===== config.mk =====
export PLATFORM = sky130hd
export DESIGN_NAME = accum_cpu_param
export DESIGN_NICKNAME = d
export VERILOG_FILES = /design/src/rtl/accum_cpu_param.sv
export SDC_FILE = /design/constraint.sdc
export NUM_CORES = 1
export LEC_CHECK = 0
export BUFFER_PORTS_ARGS = -buffer_cell sky130_fd_sc_hd__buf_2
export CAP_MARGIN = 15
export CORE_MARGIN = 4
export CORE_UTILIZATION = 30
export CTS_BUF_LIST = sky130_fd_sc_hd__clkbuf_4
export DETAILED_ROUTE_END_ITERATION = 8
export GPL_TIMING_DRIVEN = 0
export HOLD_SLACK_MARGIN = 0.08
export PLACE_DENSITY = 0.45
export SYNTH_ARGS = -nofsm -noshare
export SYNTH_HDL_FRONTEND = slang
export SYNTH_SLANG_ARGS = --single-unit

===== constraint.sdc =====
create_clock -name clk -period 3.85 [get_ports clk]
set_input_delay 0.385 -clock clk [delete_from_list [all_inputs] [get_ports clk]]
set_output_delay 0.385 -clock clk [all_outputs]
set_load 0.1 [all_outputs]

===== src/rtl/accum_cpu_param.sv =====
// Parametrised two-phase accumulator CPU: one 8-bit instruction per FETCH/EXEC pair.
// Latency: instruction latched on the FETCH edge; its result is visible after the following EXEC edge.
// Backpressure: en_i low freezes every register in any state; HALT is left only through rst.
module accum_cpu_param #(
  parameter int DW   = 8,
  parameter int NREG = 8,
  parameter int PCW  = 8
) (
  input  logic           clk,
  input  logic           rst,
  input  logic           en_i,
  input  logic [7:0]     in_i,
  output logic [PCW-1:0] pc_o,
  output logic [DW-1:0]  acc_o,
  output logic           carry_o,
  output logic           zero_o,
  output logic           exec_o,
  output logic           halted_o
);

  localparam int RW = (NREG > 1) ? $clog2(NREG) : 1;

  typedef enum logic [1:0] {
    S_FETCH = 2'd0,
    S_EXEC  = 2'd1,
    S_HALT  = 2'd2
  } state_t;

  state_t         state_q, state_d;
  logic [PCW-1:0] pc_q, pc_d;
  logic [DW-1:0]  acc_q, acc_d;
  logic           carry_q, carry_d;
  logic [7:0]     ir_q, ir_d;
  logic [DW-1:0]  bank_q [NREG];
  logic           bank_we;

  // Operand fetch from the bank, plus the PC-width views used by the jumps.
  logic [RW-1:0]  r_idx;
  logic [DW-1:0]  rval;
  logic [DW:0]    sum;
  logic [PCW-1:0] acc_pc;
  logic [PCW-1:0] rval_pc;

  assign r_idx   = ir_q[RW-1:0];
  assign rval    = bank_q[r_idx];
  assign sum     = {1'b0, acc_q} + {1'b0, rval};
  assign acc_pc  = PCW'(acc_q);
  assign rval_pc = PCW'(rval);

  // State register; reset always returns to FETCH, even out of HALT.
  always_ff @(posedge clk) begin
    if (rst) state_q <= S_FETCH;
    else     state_q <= state_d;
  end

  // Next-state: alternate FETCH/EXEC while enabled; the HALT opcode parks the core.
  always_comb begin
    state_d = state_q;
    if (en_i) begin
      case (state_q)
        S_FETCH: state_d = S_EXEC;
        S_EXEC:  state_d = (ir_q == 8'h03) ? S_HALT : S_FETCH;
        default: state_d = state_q;
      endcase
    end
  end

  // Outputs: status decoded from the state, architectural registers shown directly.
  always_comb begin
    exec_o   = (state_q == S_EXEC);
    halted_o = (state_q == S_HALT);
    pc_o     = pc_q;
    acc_o    = acc_q;
    carry_o  = carry_q;
    zero_o   = (acc_q == '0);
  end

  // Datapath next-state: fetch latches ir and bumps pc; exec applies the decoded operation.
  always_comb begin
    pc_d    = pc_q;
    acc_d   = acc_q;
    carry_d = carry_q;
    ir_d    = ir_q;
    bank_we = 1'b0;
    if (en_i && state_q == S_FETCH) begin
      ir_d = in_i;
      pc_d = pc_q + PCW'(1);
    end else if (en_i && state_q == S_EXEC) begin
      casez (ir_q)
        8'b1???????: acc_d = {{(DW-7){ir_q[6]}}, ir_q[6:0]};
        8'h01:       acc_d = ~acc_q;
        8'h02:       acc_d = -acc_q;
        8'h04: begin
          carry_d = acc_q[DW-1];
          acc_d   = {acc_q[DW-2:0], 1'b0};
        end
        8'h05: begin
          carry_d = acc_q[0];
          acc_d   = {1'b0, acc_q[DW-1:1]};
        end
        8'b00010???: bank_we = 1'b1;
        8'b00011???: acc_d = rval;
        8'b00100???: {carry_d, acc_d} = sum;
        8'b00101???: begin
          acc_d   = acc_q - rval;
          carry_d = (rval > acc_q);
        end
        8'b00110???: acc_d = acc_q & rval;
        8'b00111???: acc_d = acc_q | rval;
        8'b01000???: acc_d = acc_q ^ rval;
        // Relative branch back from the already-incremented pc.
        8'b01001???: begin
          if (rval > acc_q) pc_d = pc_q - acc_pc;
        end
        8'b01010???: begin
          if (carry_q) pc_d = rval_pc;
        end
        default: ;
      endcase
    end
  end

  // Datapath registers; reset clears the whole register bank as well.
  always_ff @(posedge clk) begin
    if (rst) begin
      pc_q    <= '0;
      acc_q   <= '0;
      carry_q <= 1'b0;
      ir_q    <= '0;
      for (int i = 0; i < NREG; i++) bank_q[i] <= '0;
    end else begin
      pc_q    <= pc_d;
      acc_q   <= acc_d;
      carry_q <= carry_d;
      ir_q    <= ir_d;
      if (bank_we) bank_q[r_idx] <= acc_q;
    end
  end

endmodule


---- Yosys cells after proc, flatten, opt, wreduce, memory -nomap -nowiden ----
Memory sizes are Yosys's and may differ from the RTL's. A register that Yosys moved wholly into a read port is not among the register bits.
Index checks and enable logic that the tools add are counted.
word-level totals
  register bits ........................... 27
  bits in writable memories ............... 64
  bits of input ports ..................... 11
  output and inout bits ................... 20
  word-level logic and storage cells ...... 71
  memories ................................ 1
memories
  memory  words  bits a word  rd ports  clocked after memory_dff  write ports  RTL line  text
  bank_q  8      8            1         1                         8            34        logic [DW-1:0] bank_q [NREG];
operators by class
  $add $sub $neg .......................... 5
  order comparisons ....................... 1
  eq/ne operators ......................... 18
  multiplexer cells ....................... 22
  bitwise operators ....................... 5
  reductions and logical operators ........ 14
operators by type and width
  kind                   count
  $pmux W8 S11           1
  $mux W8                5
  $eq A5 B3 Y1 const B   4
  $eq A8 B2 Y1 const B   2
  $eq A8 B3 Y1 const B   2
  $pmux W8 S2            1
  $sub A8 B8 Y8          2
  $eq A5 B4 Y1 const B   3
  $reduce_bool A11 Y1    1
  $eq A5 B2 Y1 const B   2
  $add A8 B8 Y9          1
  $mux W1                9
  $mux W3                3
  $add A8 B1 Y8 const B  1
  $and A8 B8 Y8          1
  $eq A8 B1 Y1 const B   1
  $gt A8 B8 Y1           1
  $logic_not A8 Y1       1
  $neg A8 Y8             1
  $not A8 Y8             1
  $or A8 B8 Y8           1
  $reduce_or A8 Y1       1
  $xor A8 B8 Y8          1
  $ne A3 B3 Y1 const B   2
  14 further kinds       17

---- Longest topological paths before layout ----
Gate-level depths: netlist (run 1).
  word-level depth ........................ 9
  gate-level depth with buffers ........... 15
  gate-level depth less buffers ........... 12

---- Worst setup path before layout (run 1) ----
Ideal clock, no wire load.
  path type ............................... register to register
  start point ............................. register (tool-made name)
  end point ............................... register acc_q[5] (netlist: acc_o[5])
  arrival time ............................ 3.387 ns
  data required time ...................... 3.716 ns
  setup slack ............................. 0.329 ns
  cell stages (with the launch flop) ...... 12
  buffers on the path ..................... 2
  clock period less this slack ............ 3.521 ns
  path through ............................ dfxtp_1 clkbuf_1 buf_2 mux4_2 mux2i_1 ha_1 or3_1 a221oi_1 nor2_1 xnor2_1 a211oi_2 o32ai_1
RTL lines
  element               RTL line  text
  to (signal assigned)  127       acc_q <= '0;
  to (signal assigned)  133       acc_q <= acc_d;
  to (decl)             31        logic [DW-1:0] acc_q, acc_d;

---- Final worst setup path (run 1) ----
  start point ............................. register acc_q[1] (netlist: acc_o[1])
  end point ............................... output port zero_o
on the way
  cells in the longest elaborated chain, start to end .. 1
RTL lines
  element           RTL line  text
  $logic_not A8 Y1  75        zero_o = (acc_q == '0);
  to (decl)         16        output logic zero_o,
No other way between the ends.

==> metrics.log, run 1 <==
[metrics] power density over cell area: about 350 nW/um^2
[metrics] Max-Cap Viols: 0
[metrics] IO buf count: 30
[metrics] synthesized-area fraction occupied by ao, oa, aoi and oai cells: between 10% and 20%
[metrics] slowest cell delay on critical path: approximately 0.51 ns
[metrics] number of nets in the finished design: 767
[metrics] P&R area growth vs syn: 11.60%
[metrics] final core occ: approximately 34%
[metrics] Vias/cell: ~5.7
[metrics] number of slew-limit violations in the final report: 0
[metrics] number of nets produced by synthesis: slightly above 700
[metrics] Clock Skew: about 0.035 ns
[metrics] synthesis warning total: 0
[metrics] WP buf/inv: 3
[metrics] HPWL after detailed placement: between 15000 and 20000 um
[metrics] area share of the largest cell type after synthesis: a little under a third
[metrics] width of the die: around 150 um
[metrics] drt wl/cell: approximately 22 um
[metrics] Post-Synthesis Cell Area: roughly 6300 um^2
[metrics] gr usage total: between 10% and 20%
[metrics] I/O pin count: 31
[metrics] number of routed nets with antenna violations: 0
[metrics] largest family of logic cells by synthesized area: simple AND/OR/NAND/NOR gates
[metrics] DRC violations left: 0
[metrics] DRT Wirelength: approximately 22000 um
[metrics] power consumption: 2.491 mW
[metrics] first-pass GRT wire length: 34200 um
[metrics] xor-xnor portion of the synthesized cell area: under 10%
[metrics] fill cell instance count of the final layout: 2125
[metrics] number of standard cells in the final layout excluding fillers: just under 1000
[metrics] final setup violation count: 0
[metrics] Synth Register Bits: 94
[metrics] number of enable-type register cells in the synthesized netlist: 64
[metrics] number of global-route vias before repair: around 5600
[metrics] share of flip-flops with an asynchronous set or reset after synthesis: 0%
[metrics] overall overflow remaining after global route: 0
[metrics] pre-CTS setup slack: -1.212 ns
[metrics] post-CTS setup-driven buffer insertion count: 0
[metrics] Req. time, crit path: around 3.5 ns
[metrics] upper clock frequency limit: approximately 0.27 GHz
[metrics] critical path's top delay family: buffers and inverters
[metrics] leakage power: approximately 2.4 nW
[metrics] slew at the pin with the worst max-slew slack: 1.059 ns
[metrics] final setup TNS: 0 ns
[metrics] cts bufs inserted: 9
[metrics] placer's final routability congestion estimate: 0.9566
[metrics] largest fanout of any net on the critical path: 13
[metrics] storage element area: between 2000 and 3000 um^2
[metrics] setup repair after global routing missed its margin: yes
[metrics] share of the cycle needed by the critical path after routing: 95.74%
[metrics] maximum number of pins on one net before global-route repair: 20
[metrics] root buffer cell: sky130_fd_sc_hd__clkbuf_4
[metrics] adder-cell area share of the yosys netlist: around 7.9%
[metrics] total instance count after detailed placement: 979
[metrics] cell taking the most area after synthesis: sky130_fd_sc_hd__edfxtp_1
[metrics] slowest cell on the critical path: sky130_fd_sc_hd__dfxtp_1
[metrics] area of the die: 23420 um^2
[metrics] clock net sink count: 94
[metrics] Core ar.: roughly 20000 um^2
[metrics] proportion of layout cells with a drive suffix above 1: around 13%
[metrics] Detailed Route Iter0 Violations: approximately 550
[metrics] mean instance size in the synthesized netlist: 9.336 um^2
[metrics] Final Worst Setup Slack: ~0.16 ns
[metrics] Die Y: 153.0 um
[metrics] Worst-path clk slew: roughly 0.18 ns
[metrics] critical path endpoint category: output port
[metrics] number of unique standard cell types used by synthesis: 69
[metrics] H-Tree Level Count: 3
[metrics] flip-flop cell with the highest count after synthesis: sky130_fd_sc_hd__edfxtp_1
[metrics] mux contribution to synthesized area: about 7.5%
[metrics] starting density of the core: 30.79%
[metrics] final hold violations: 0
[metrics] startpoint type of the worst setup path: flop
[metrics] top area cells in the synthesized netlist: sky130_fd_sc_hd__edfxtp_1 (30%), sky130_fd_sc_hd__dfxtp_1 (9.5%), sky130_fd_sc_hd__ha_1 (6.9%), sky130_fd_sc_hd__mux4_2 (5.7%), sky130_fd_sc_hd__nor3_1 (5.6%)
[metrics] area fraction in and, or, nand and nor cells after synthesis: 20.96%
[metrics] worst setup path class: flop to output port
[metrics] tightest slew margin relative to the limit: between 20% and 30%
[metrics] worst min-delay path class: input pin to flop
[metrics] number of antenna violations at the first check in global routing: 1
[metrics] cell-by-cell listing of the critical path: clkbuf_1 -> inv_2 -> ha_1 -> or3b_1 -> nor3_1 -> and3_1 -> buf_2
[metrics] clk_lat worst skew: approximately 0.50 ns
[metrics] drt pass-1 iters: 5
[metrics] min cycle time layout: around 3.7 ns
[metrics] Core Rows: 52
[metrics] vias post-DR: about 5700
[metrics] CTS tree: built
[metrics] maximum vdd drop: around 130 uV
[metrics] area of the multi-input gates: 3506 um^2
[metrics] critical path data arrival time: 3.30 ns
[metrics] outcome: completed
[metrics] CTS Buffer Depth: 2
[metrics] part of the Yosys area used for sequential elements: 39.97%
[metrics] Cells after Synth: just under 700
[metrics] count of hold-fix buffers inserted at cts: 0
-- worst min-delay path, delay by kind of cell --
family	cells	cell delay [ns]
AO/OA/AOI/OAI	1	0.05
buffers and inverters	1	0.10
AND/OR/NAND/NOR	1	0.04
-- final timing paths --
path,slack (ns),depth (start not counted),endpoint,start
max,0.16,7,zero_o,acc_o[1]$_SDFFE_PP0P_
min reg2reg,0.54,2,state_q[0]$_SDFFE_PP0P_,state_q[0]$_SDFFE_PP0P_
min,0.1,3,ir_q[3]$_SDFFE_PP0P_,in_i[3]
max reg2reg,0.16,14,pc_o[7]$_SDFFE_PP0P_,flop
-- per-stage QoR --
step,hold WS (ns),cell area [um^2]
final,0.09893,7043
after global routing,0.1026,7043
after CTS,0.08045,7022
after detailed placement,0.5286,6822
after global placement,0.5170,6799
after floorplan,0.4690,6311
-- placed cells by master (no fill, tap or decap), types with 24 or more instances in the layout --
cell	netlist	routed
sky130_fd_sc_hd__a21oi_1	39	39
sky130_fd_sc_hd__buf_2	5	33
sky130_fd_sc_hd__clkbuf_1	44	41
sky130_fd_sc_hd__dfxtp_1	30	28
sky130_fd_sc_hd__edfxtp_1	64	64
sky130_fd_sc_hd__ha_1	35	35
sky130_fd_sc_hd__inv_1	28	28
sky130_fd_sc_hd__nand2_1	52	52
sky130_fd_sc_hd__nor2_1	47	47
sky130_fd_sc_hd__nor3_1	71	71
sky130_fd_sc_hd__o21ai_0	26	24
-- synthesized netlist by cell type, types with 7 or more instances --
master                     instances
sky130_fd_sc_hd__a21oi_1          39
sky130_fd_sc_hd__a31oi_1           7
sky130_fd_sc_hd__clkbuf_1         44
sky130_fd_sc_hd__dfxtp_1          30
sky130_fd_sc_hd__edfxtp_1         64
sky130_fd_sc_hd__ha_1             35
sky130_fd_sc_hd__inv_1            28
sky130_fd_sc_hd__mux2i_1           9
sky130_fd_sc_hd__mux4_2           16
sky130_fd_sc_hd__nand2_1          52
sky130_fd_sc_hd__nand2b_1         10
sky130_fd_sc_hd__nand3_1          15
sky130_fd_sc_hd__nor2_1           47
sky130_fd_sc_hd__nor2b_1          15
sky130_fd_sc_hd__nor3_1           71
sky130_fd_sc_hd__nor4_1           20
sky130_fd_sc_hd__o21ai_0          26
sky130_fd_sc_hd__o21ai_1           7
sky130_fd_sc_hd__o22ai_1           7
sky130_fd_sc_hd__or3_1             9
sky130_fd_sc_hd__xnor2_1           9
-- cells by family after synthesis --
kind of cell    after synthesis
simple gates                264
fa+ha+maj                    38
compound gates              153
flops                        94
mux                          27
xor+xnor                     13
buf+inv                      87
-- repair_timing --
| item | in CTS | in global routing |
|---|---|---|
| endpoints found under the setup margin | 16 | 10 |
| pin swaps | 0 | 0 |
| resized for setup | 18 | 5 |
-- registers in the layout, summed over array words and instances, names as in the netlist, named ones only --
signal,cells
ir_q,8
bank_q,64
pc_o,8
state_q,2
carry_o,1
acc_o,8
-- metal layers --
layer  track usage [%]  part of all wire (%)
met1             27.08                    46
met2             29.40                    46
met3             2.149                   5.6
met4             5.812                   2.2
met5                 0                     0
-- power by group --
group / switching [mW] / total, mW / leakage [nW] / internal (mW)
clock: 0.424 / 0.577 / 0.0737 / 0.153
combinational: 0.511 / 0.758 / 1.43 / 0.247
sequential: 0.0396 / 1.16 / 0.907 / 1.12
-- cell type report --
class	count	share of cell area [%]
Antenna cell	1	0.03553
Tap cell	270	4.797
Buffer	49	3.091
Multi-Input combinational cell	495	49.78
Clock inverter	7	1.030
Inverter	35	1.865
Sequential cell	94	35.92
Timing Repair Buffer	34	2.523
Clock buffer	9	0.9593
(Power assumes the default switching activity.)
==> run 2, diff against run 1 <==
--- a/config.mk
+++ b/config.mk
@@ -13,7 +13,6 @@
 export DETAILED_ROUTE_END_ITERATION = 8
 export GPL_TIMING_DRIVEN = 0
 export HOLD_SLACK_MARGIN = 0.08
-export PLACE_DENSITY = 0.45
 export SYNTH_ARGS = -nofsm -noshare
 export SYNTH_HDL_FRONTEND = slang
 export SYNTH_SLANG_ARGS = --single-unit
==> run 2 against run 1 <==
  * Non-clock buffer count is 4 higher
  * Setup slack improved by 0.00065 ns
  * Global-route usage decreased by 1.8 points
  * Wire length down 8.4%
  * Utilization barely moved
==> metrics.log, run 2 (synthesized netlist as in run 1, its figures left out) <==
[metrics] Req. time, crit path: 4.27 ns
[metrics] count of hold-fix buffers inserted at cts: 0
[metrics] metal3 WL: 1507 um
[metrics] top library cells by usage in the layout, fill and taps aside: sky130_fd_sc_hd__nor3_1 (71), sky130_fd_sc_hd__edfxtp_1 (64), sky130_fd_sc_hd__nand2_1 (52)
[metrics] Worst-path clk slew: 0.14 ns
[metrics] power density over cell area: approximately 350 nW/um^2
[metrics] DRT Wirelength: roughly 20000 um
[metrics] Die Y: 153.0 um
[metrics] power consumption: approximately 2.5 mW
[metrics] CTS tree: built
[metrics] tightest slew margin relative to the limit: 33.33%
[metrics] number of antenna violations at the first check in global routing: 1
[metrics] I/O pin count: 31
[metrics] overall overflow remaining after global route: 0
[metrics] critical path endpoint category: flop
[metrics] slew at the pin with the worst max-slew slack: between 0.9 and 1 ns
[metrics] worst min-delay path class: input pin to flop
[metrics] maximum vdd drop: around 230 uV
[metrics] Core ar.: around 20000 um^2
[metrics] number of slew-limit violations in the final report: 0
[metrics] startpoint type of the worst setup path: flop
[metrics] min cycle time layout: 3.685 ns
[metrics] first-pass GRT wire length: around 31000 um
[metrics] maximum number of pins on one net before global-route repair: 17
[metrics] final setup violation count: 0
[metrics] max FFs per register: 64
[metrics] width of the die: 153.0 um
[metrics] outcome: completed
[metrics] Clock Skew: 0.04251 ns
[metrics] critical path data arrival time: ~4.1 ns
[metrics] number of routed nets with antenna violations: 0
[metrics] CTS Buffer Depth: 2
[metrics] register name with the most flops: bank_q
[metrics] HPWL after detailed placement: roughly 15000 um
[metrics] area of the die: approximately 23000 um^2
[metrics] Max-Cap Viols: 0
[metrics] gr usage total: around 17%
[metrics] top layer in use: met4
[metrics] worst setup path class: flop to flop
[metrics] number of nets in the finished design: 771
[metrics] root buffer cell: sky130_fd_sc_hd__clkbuf_4
[metrics] Detailed Route Iter0 Violations: 604
[metrics] IO buf count: 30
[metrics] starting density of the core: 30.79%
[metrics] most common library cell in the layout ignoring fill and taps: sky130_fd_sc_hd__nor3_1
[metrics] detailed route wirelength on metal2: ~9000 um
[metrics] Core Rows: 52
[metrics] largest fanout of any net on the critical path: 10
[metrics] total instance count after detailed placement: 980
[metrics] DRC violations left: 0
[metrics] final hold violations: 0
[metrics] setup repair after global routing missed its margin: no
[metrics] vias post-DR: about 5700
[metrics] Hold Path Cell Cnt: 3
[metrics] P&R area growth vs syn: 11.76%
[metrics] placed instance area: 6824 um^2
[metrics] pre-CTS setup slack: -0.8721 ns
[metrics] final design area excluding fillers: between 7000 and 8000 um^2
[metrics] length in cells of the worst reg-to-reg path: 13
[metrics] drt pass-1 iters: 5
[metrics] Vias/cell: about 5.7
[metrics] cts bufs inserted: 9
[metrics] proportion of layout cells with a drive suffix above 1: approximately an eighth
[metrics] leakage power: around 2.4 nW
[metrics] clock net sink count: 94
[metrics] H-Tree Level Count: 3
[metrics] hold slack: about 0.12 ns
[metrics] number of standard cells in the final layout excluding fillers: between 900 and 1000
[metrics] routed length on met1: between 9000 and 10000 um
[metrics] drt wl/cell: 20.43 um
[metrics] number of global-route vias before repair: approximately 5300
[metrics] clk_lat worst skew: 0.51 ns
[metrics] placer's final routability congestion estimate: 0.9302
[metrics] share of the cycle needed by the critical path after routing: between 90% and 100%
[metrics] upper clock frequency limit: around 0.27 GHz
[metrics] Final Worst Setup Slack: around 0.16 ns
## run 2: final cells by class
cell class | count | area, um^2
fillers | 2152 | 13440
multi-input cells | 495 | 3496
flip-flops and latches | 94 | 2527
well taps | 270 | 337.8
plain buffers | 51 | 225.2
repair buffers | 36 | 190.2
inverters | 35 | 131.4
clock buffers | 10 | 75.07
clock inverters | 6 | 67.56
diodes | 1 | 2.502
## run 2: worst max-delay path, cell delays in order (launching register included)
cell                        delay, ns
sky130_fd_sc_hd__dfxtp_2         0.43
sky130_fd_sc_hd__buf_6           0.21
sky130_fd_sc_hd__mux4_2          0.32
sky130_fd_sc_hd__mux2_2          0.33
sky130_fd_sc_hd__clkinv_1        0.12
sky130_fd_sc_hd__ha_1            0.23
sky130_fd_sc_hd__clkbuf_1        0.20
sky130_fd_sc_hd__a211o_1         0.35
sky130_fd_sc_hd__a311oi_4        0.38
sky130_fd_sc_hd__a2bb2oi_2       0.15
sky130_fd_sc_hd__o21ba_1         0.19
sky130_fd_sc_hd__buf_2           0.18
sky130_fd_sc_hd__or2_1           0.29
sky130_fd_sc_hd__o31ai_1         0.23
## run 2: repair_timing
| action | in CTS | in global routing |
|---|---|---|
| pin swaps | 0 | 1 |
| gates resized for setup | 11 | 7 |
| setup buffers | 0 | 2 |
| endpoints found under the setup margin | 16 | 10 |
## run 2: routing by layer
layer,track usage [%],up-vias
met1,24.68,2776
met5,0,-
met2,25.43,259
met3,2.460,41
met4,6.619,0
li1,-,2632
## run 2: worst paths after layout
check | start | endpoint | slack [ns]
max | flop | pc_o[7]$_SDFFE_PP0P_ | 0.16
min | in_i[4] | ir_q[4]$_SDFFE_PP0P_ | 0.12
max reg2reg | flop | pc_o[7]$_SDFFE_PP0P_ | 0.16
min reg2reg | state_q[0]$_SDFFE_PP0P_ | state_q[0]$_SDFFE_PP0P_ | 0.52
## run 2: through the flow
step | util [%] | setup TNS (ns)
finish | 34.41 | 0
global route | 34.41 | 0
CTS | 34.19 | 0
detailed placement | 33.30 | -7.720
global placement | 33.17 | -7.799
floorplan | - | 0
## run 2: where the power goes
part | switching [mW] | internal, mW | total, mW
clock | 0.386 | 0.208 | 0.594
sequential | 0.0372 | 1.12 | 1.15
combinational | 0.496 | 0.248 | 0.743
total | 0.919 | 1.57 | 2.49
==> run 3, diff against run 2 <==
--- a/config.mk
+++ b/config.mk
@@ -13,6 +13,7 @@
 export DETAILED_ROUTE_END_ITERATION = 8
 export GPL_TIMING_DRIVEN = 0
 export HOLD_SLACK_MARGIN = 0.08
+export SKIP_LAST_GASP = 1
 export SYNTH_ARGS = -nofsm -noshare
 export SYNTH_HDL_FRONTEND = slang
 export SYNTH_SLANG_ARGS = --single-unit
==> constraint.sdc (replaced) <==
create_clock -name clk -period 4.2 [get_ports clk]
set_input_delay 0.42 -clock clk [delete_from_list [all_inputs] [get_ports clk]]
set_output_delay 0.42 -clock clk [all_outputs]
set_load 0.1 [all_outputs]
==> run 3 against run 2 <==
  * Wire length down 1.3%
  * Sequential share of layout area rose by 0.29 points
  * Hold slack better by 0.037 ns
  * Global-route usage barely moved
  * Sequential power is 8% lower
  * Utilization is 0.33 points lower
  * Register-to-register slack improved by 0.04 ns
  * Non-clock buffer count fell by 2
  * Design area down 0.96%
  * Critical endpoint unchanged
  * Largest power group unchanged
==> metrics.log, run 3 (synthesized netlist as in run 1, its figures left out) <==
[metrics] Vias/cell: between 5 and 6
[metrics] CTS tree: built
[metrics] Core ar.: 20490 um^2
[metrics] Die Y: 153.0 um
[metrics] area of the multi-input gates: about 3500 um^2
[metrics] area of the die: approximately 23000 um^2
[metrics] cell-by-cell listing of the critical path: buf_2 -> mux4_2 -> mux2_2 -> clkinv_1 -> ha_1 -> clkbuf_1 -> a211o_1 -> a311oi_2 -> a2bb2oi_1 -> o21ba_1 -> buf_2 -> or2_1 -> o31ai_1
[metrics] proportion of layout cells with a drive suffix above 1: 12.00%
[metrics] number of slew-limit violations in the final report: 0
[metrics] register name with the most flops: bank_q
[metrics] first-pass GRT wire length: between 30000 and 40000 um
[metrics] number of routed nets with antenna violations: 0
[metrics] Detailed Route Iter0 Violations: ~560
[metrics] Clock Skew: 0.03772 ns
[metrics] worst setup path class: flop to flop
[metrics] placed instance area: around 6800 um^2
[metrics] Final Worst Setup Slack: about 0.21 ns
[metrics] overall overflow remaining after global route: 0
[metrics] clock net sink count: between 90 and 100
[metrics] Pint: between 1 and 1.5 mW
[metrics] outcome: completed
[metrics] I/O pin count: 31
[metrics] number of standard cells in the final layout excluding fillers: ~1000
[metrics] number of antenna violations at the first check in global routing: 1
[metrics] net switching power: between 0.8 and 0.9 mW
[metrics] slowest cell on the critical path: sky130_fd_sc_hd__dfxtp_1
[metrics] DRC violations left: 0
[metrics] DRT Wirelength: roughly 20000 um
[metrics] cell with the most instances on the worst path: sky130_fd_sc_hd__buf_2
[metrics] final hold violations: 0
[metrics] cts bufs inserted: 9
[metrics] Core Rows: 52
[metrics] Req. time, crit path: approximately 4.6 ns
[metrics] final design area excluding fillers: about 7000 um^2
[metrics] top library cells by usage in the layout, fill and taps aside: sky130_fd_sc_hd__nor3_1 (71), sky130_fd_sc_hd__edfxtp_1 (64), sky130_fd_sc_hd__nand2_1 (52)
[metrics] pre-CTS setup slack: -0.5221 ns
[metrics] final setup violation count: 0
[metrics] storage element area: approximately 2500 um^2
[metrics] leakage power: approximately 2.4 nW
[metrics] H-Tree Level Count: 3
[metrics] root buffer cell: sky130_fd_sc_hd__clkbuf_4
[metrics] maximum number of pins on one net before global-route repair: 17
[metrics] slowest cell delay on critical path: roughly 0.48 ns
[metrics] clk_lat worst skew: approximately 0.51 ns
[metrics] drt pass-1 iters: 6
[metrics] upper clock frequency limit: about 0.25 GHz
[metrics] IO buf count: 30
[metrics] max FFs per register: 64
[metrics] Sequential Power Share: approximately 47%
[metrics] tightest slew margin relative to the limit: roughly 33%
[metrics] vias post-DR: 5694
[metrics] hold slack: approximately 0.15 ns
[metrics] startpoint type of the worst setup path: flop
[metrics] total instance count after detailed placement: 980
[metrics] CTS Buffer Depth: 2
[metrics] post-CTS setup-driven buffer insertion count: 0
[metrics] Clk pwr share: 24.1%
[metrics] gr usage total: ~17%
[metrics] P&R area growth vs syn: 10.69%
[metrics] Worst-path clk slew: between 0.1 and 0.15 ns
[metrics] Logic pwr share: 29.2%
[metrics] number of global-route vias before repair: around 5300
[metrics] most common library cell in the layout ignoring fill and taps: sky130_fd_sc_hd__nor3_1
[metrics] largest fanout of any net on the critical path: 10
[metrics] slew at the pin with the worst max-slew slack: roughly 1 ns
[metrics] starting density of the core: 30.79%
[metrics] HPWL after detailed placement: about 15000 um
[metrics] fraction of power spent switching nets: between 30% and 40%
[metrics] critical path endpoint category: flop
[metrics] drt wl/cell: between 20 and 25 um
[metrics] number of nets in the finished design: around 770
[metrics] placer's final routability congestion estimate: roughly 0.93
[metrics] critical path data arrival time: 4.41 ns
[metrics] power density over cell area: roughly 320 nW/um^2
[metrics] setup repair after global routing missed its margin: no
[metrics] fill cell instance count of the final layout: between 2000 and 2500
[metrics] maximum vdd drop: 211.3 uV
[metrics] min cycle time layout: between 3 and 4 ns
[metrics] worst min-delay path class: input pin to flop
[metrics] Max-Cap Viols: 0
[metrics] share of the cycle needed by the critical path after routing: a little over nine tenths
[metrics] width of the die: approximately 150 um
==> run 3: changes by cell type in the layout (fill, tap and decap cells not counted), sizes merged <==
cell and delta:
buf -2
==> run 3: worst paths after layout <==
path | startpoint | end | slack [ns] | cells past startpoint
worst max-delay path | flop | pc_o[7]$_SDFFE_PP0P_ | 0.21 | 13
worst min-delay path | in_i[4] | ir_q[4]$_SDFFE_PP0P_ | 0.15 | 3
worst max register to register | flop | pc_o[7]$_SDFFE_PP0P_ | 0.21 | 13
worst min register to register | state_q[0]$_SDFFE_PP0P_ | state_q[0]$_SDFFE_PP0P_ | 0.52 | 2
==> run 3: per-layer routing <==
| layer | GRT usage [%] | up-vias | wire length, um |
|---|---|---|---|
| met4 | 6.619 | 0 | 557 |
| met1 | 24.62 | 2749 | 9043 |
| li1 | - | 2629 | - |
| met3 | 2.460 | 43 | 1587 |
| met2 | 25.43 | 273 | 8940 |
| met5 | 0 | - | 0 |
==> run 3: what timing repair did <==
item	4_1_cts	5_1_grt
resized for setup	5	1
setup endpoints to repair	10	10
cloned	0	0
hold buffers	0	0
endpoints found under the hold margin	0	0
==> run 3: power groups by stage <==
stage	combinational (mW)	clock (mW)	sequential, mW
finish	0.663	0.547	1.06
global route	0.716	0.583	1.06
CTS	0.655	0.550	1.06
detailed placement	0.651	0	1.08
global placement	0.647	0	1.08
floorplan	0.427	0	1.14
==> run 3: area by class of cell <==
| type | instances | area share (%) |
|---|---|---|
| Multi-Input combinational cell | 495 | 49.58 |
| Sequential cell | 94 | 36.13 |
| Inverter | 35 | 1.881 |
| Antenna cell | 1 | 0.03582 |
| Clock buffer | 10 | 1.075 |
| Timing Repair Buffer | 34 | 2.508 |
| Clock inverter | 6 | 0.9672 |
| Buffer | 51 | 2.991 |
| Tap cell | 270 | 4.836 |
==> run 3: worst max-delay path: cells and delay by family (launching register included) <==
| kind | cells | cell delay, ns |
|---|---|---|
| AO/OA/AOI/OAI | 5 | 1.34 |
| buffers and inverters | 4 | 0.87 |
| multiplexers | 2 | 0.70 |
| flip-flops | 1 | 0.48 |
| AND/OR/NAND/NOR | 1 | 0.28 |
| adder cells (fa/ha/maj) | 1 | 0.23 |
==> run 3: through the flow <==
| stage | setup TNS, ns | utilization [%] | total power, mW |
|---|---|---|---|
| global route | 0 | 34.08 | 2.363 |
| finish | 0 | 34.08 | 2.267 |
| global placement | -3.322 | 33.17 | 1.722 |
| floorplan | 0 | - | 1.563 |
| CTS | 0 | 34.07 | 2.263 |
| detailed placement | -3.324 | 33.30 | 1.727 |
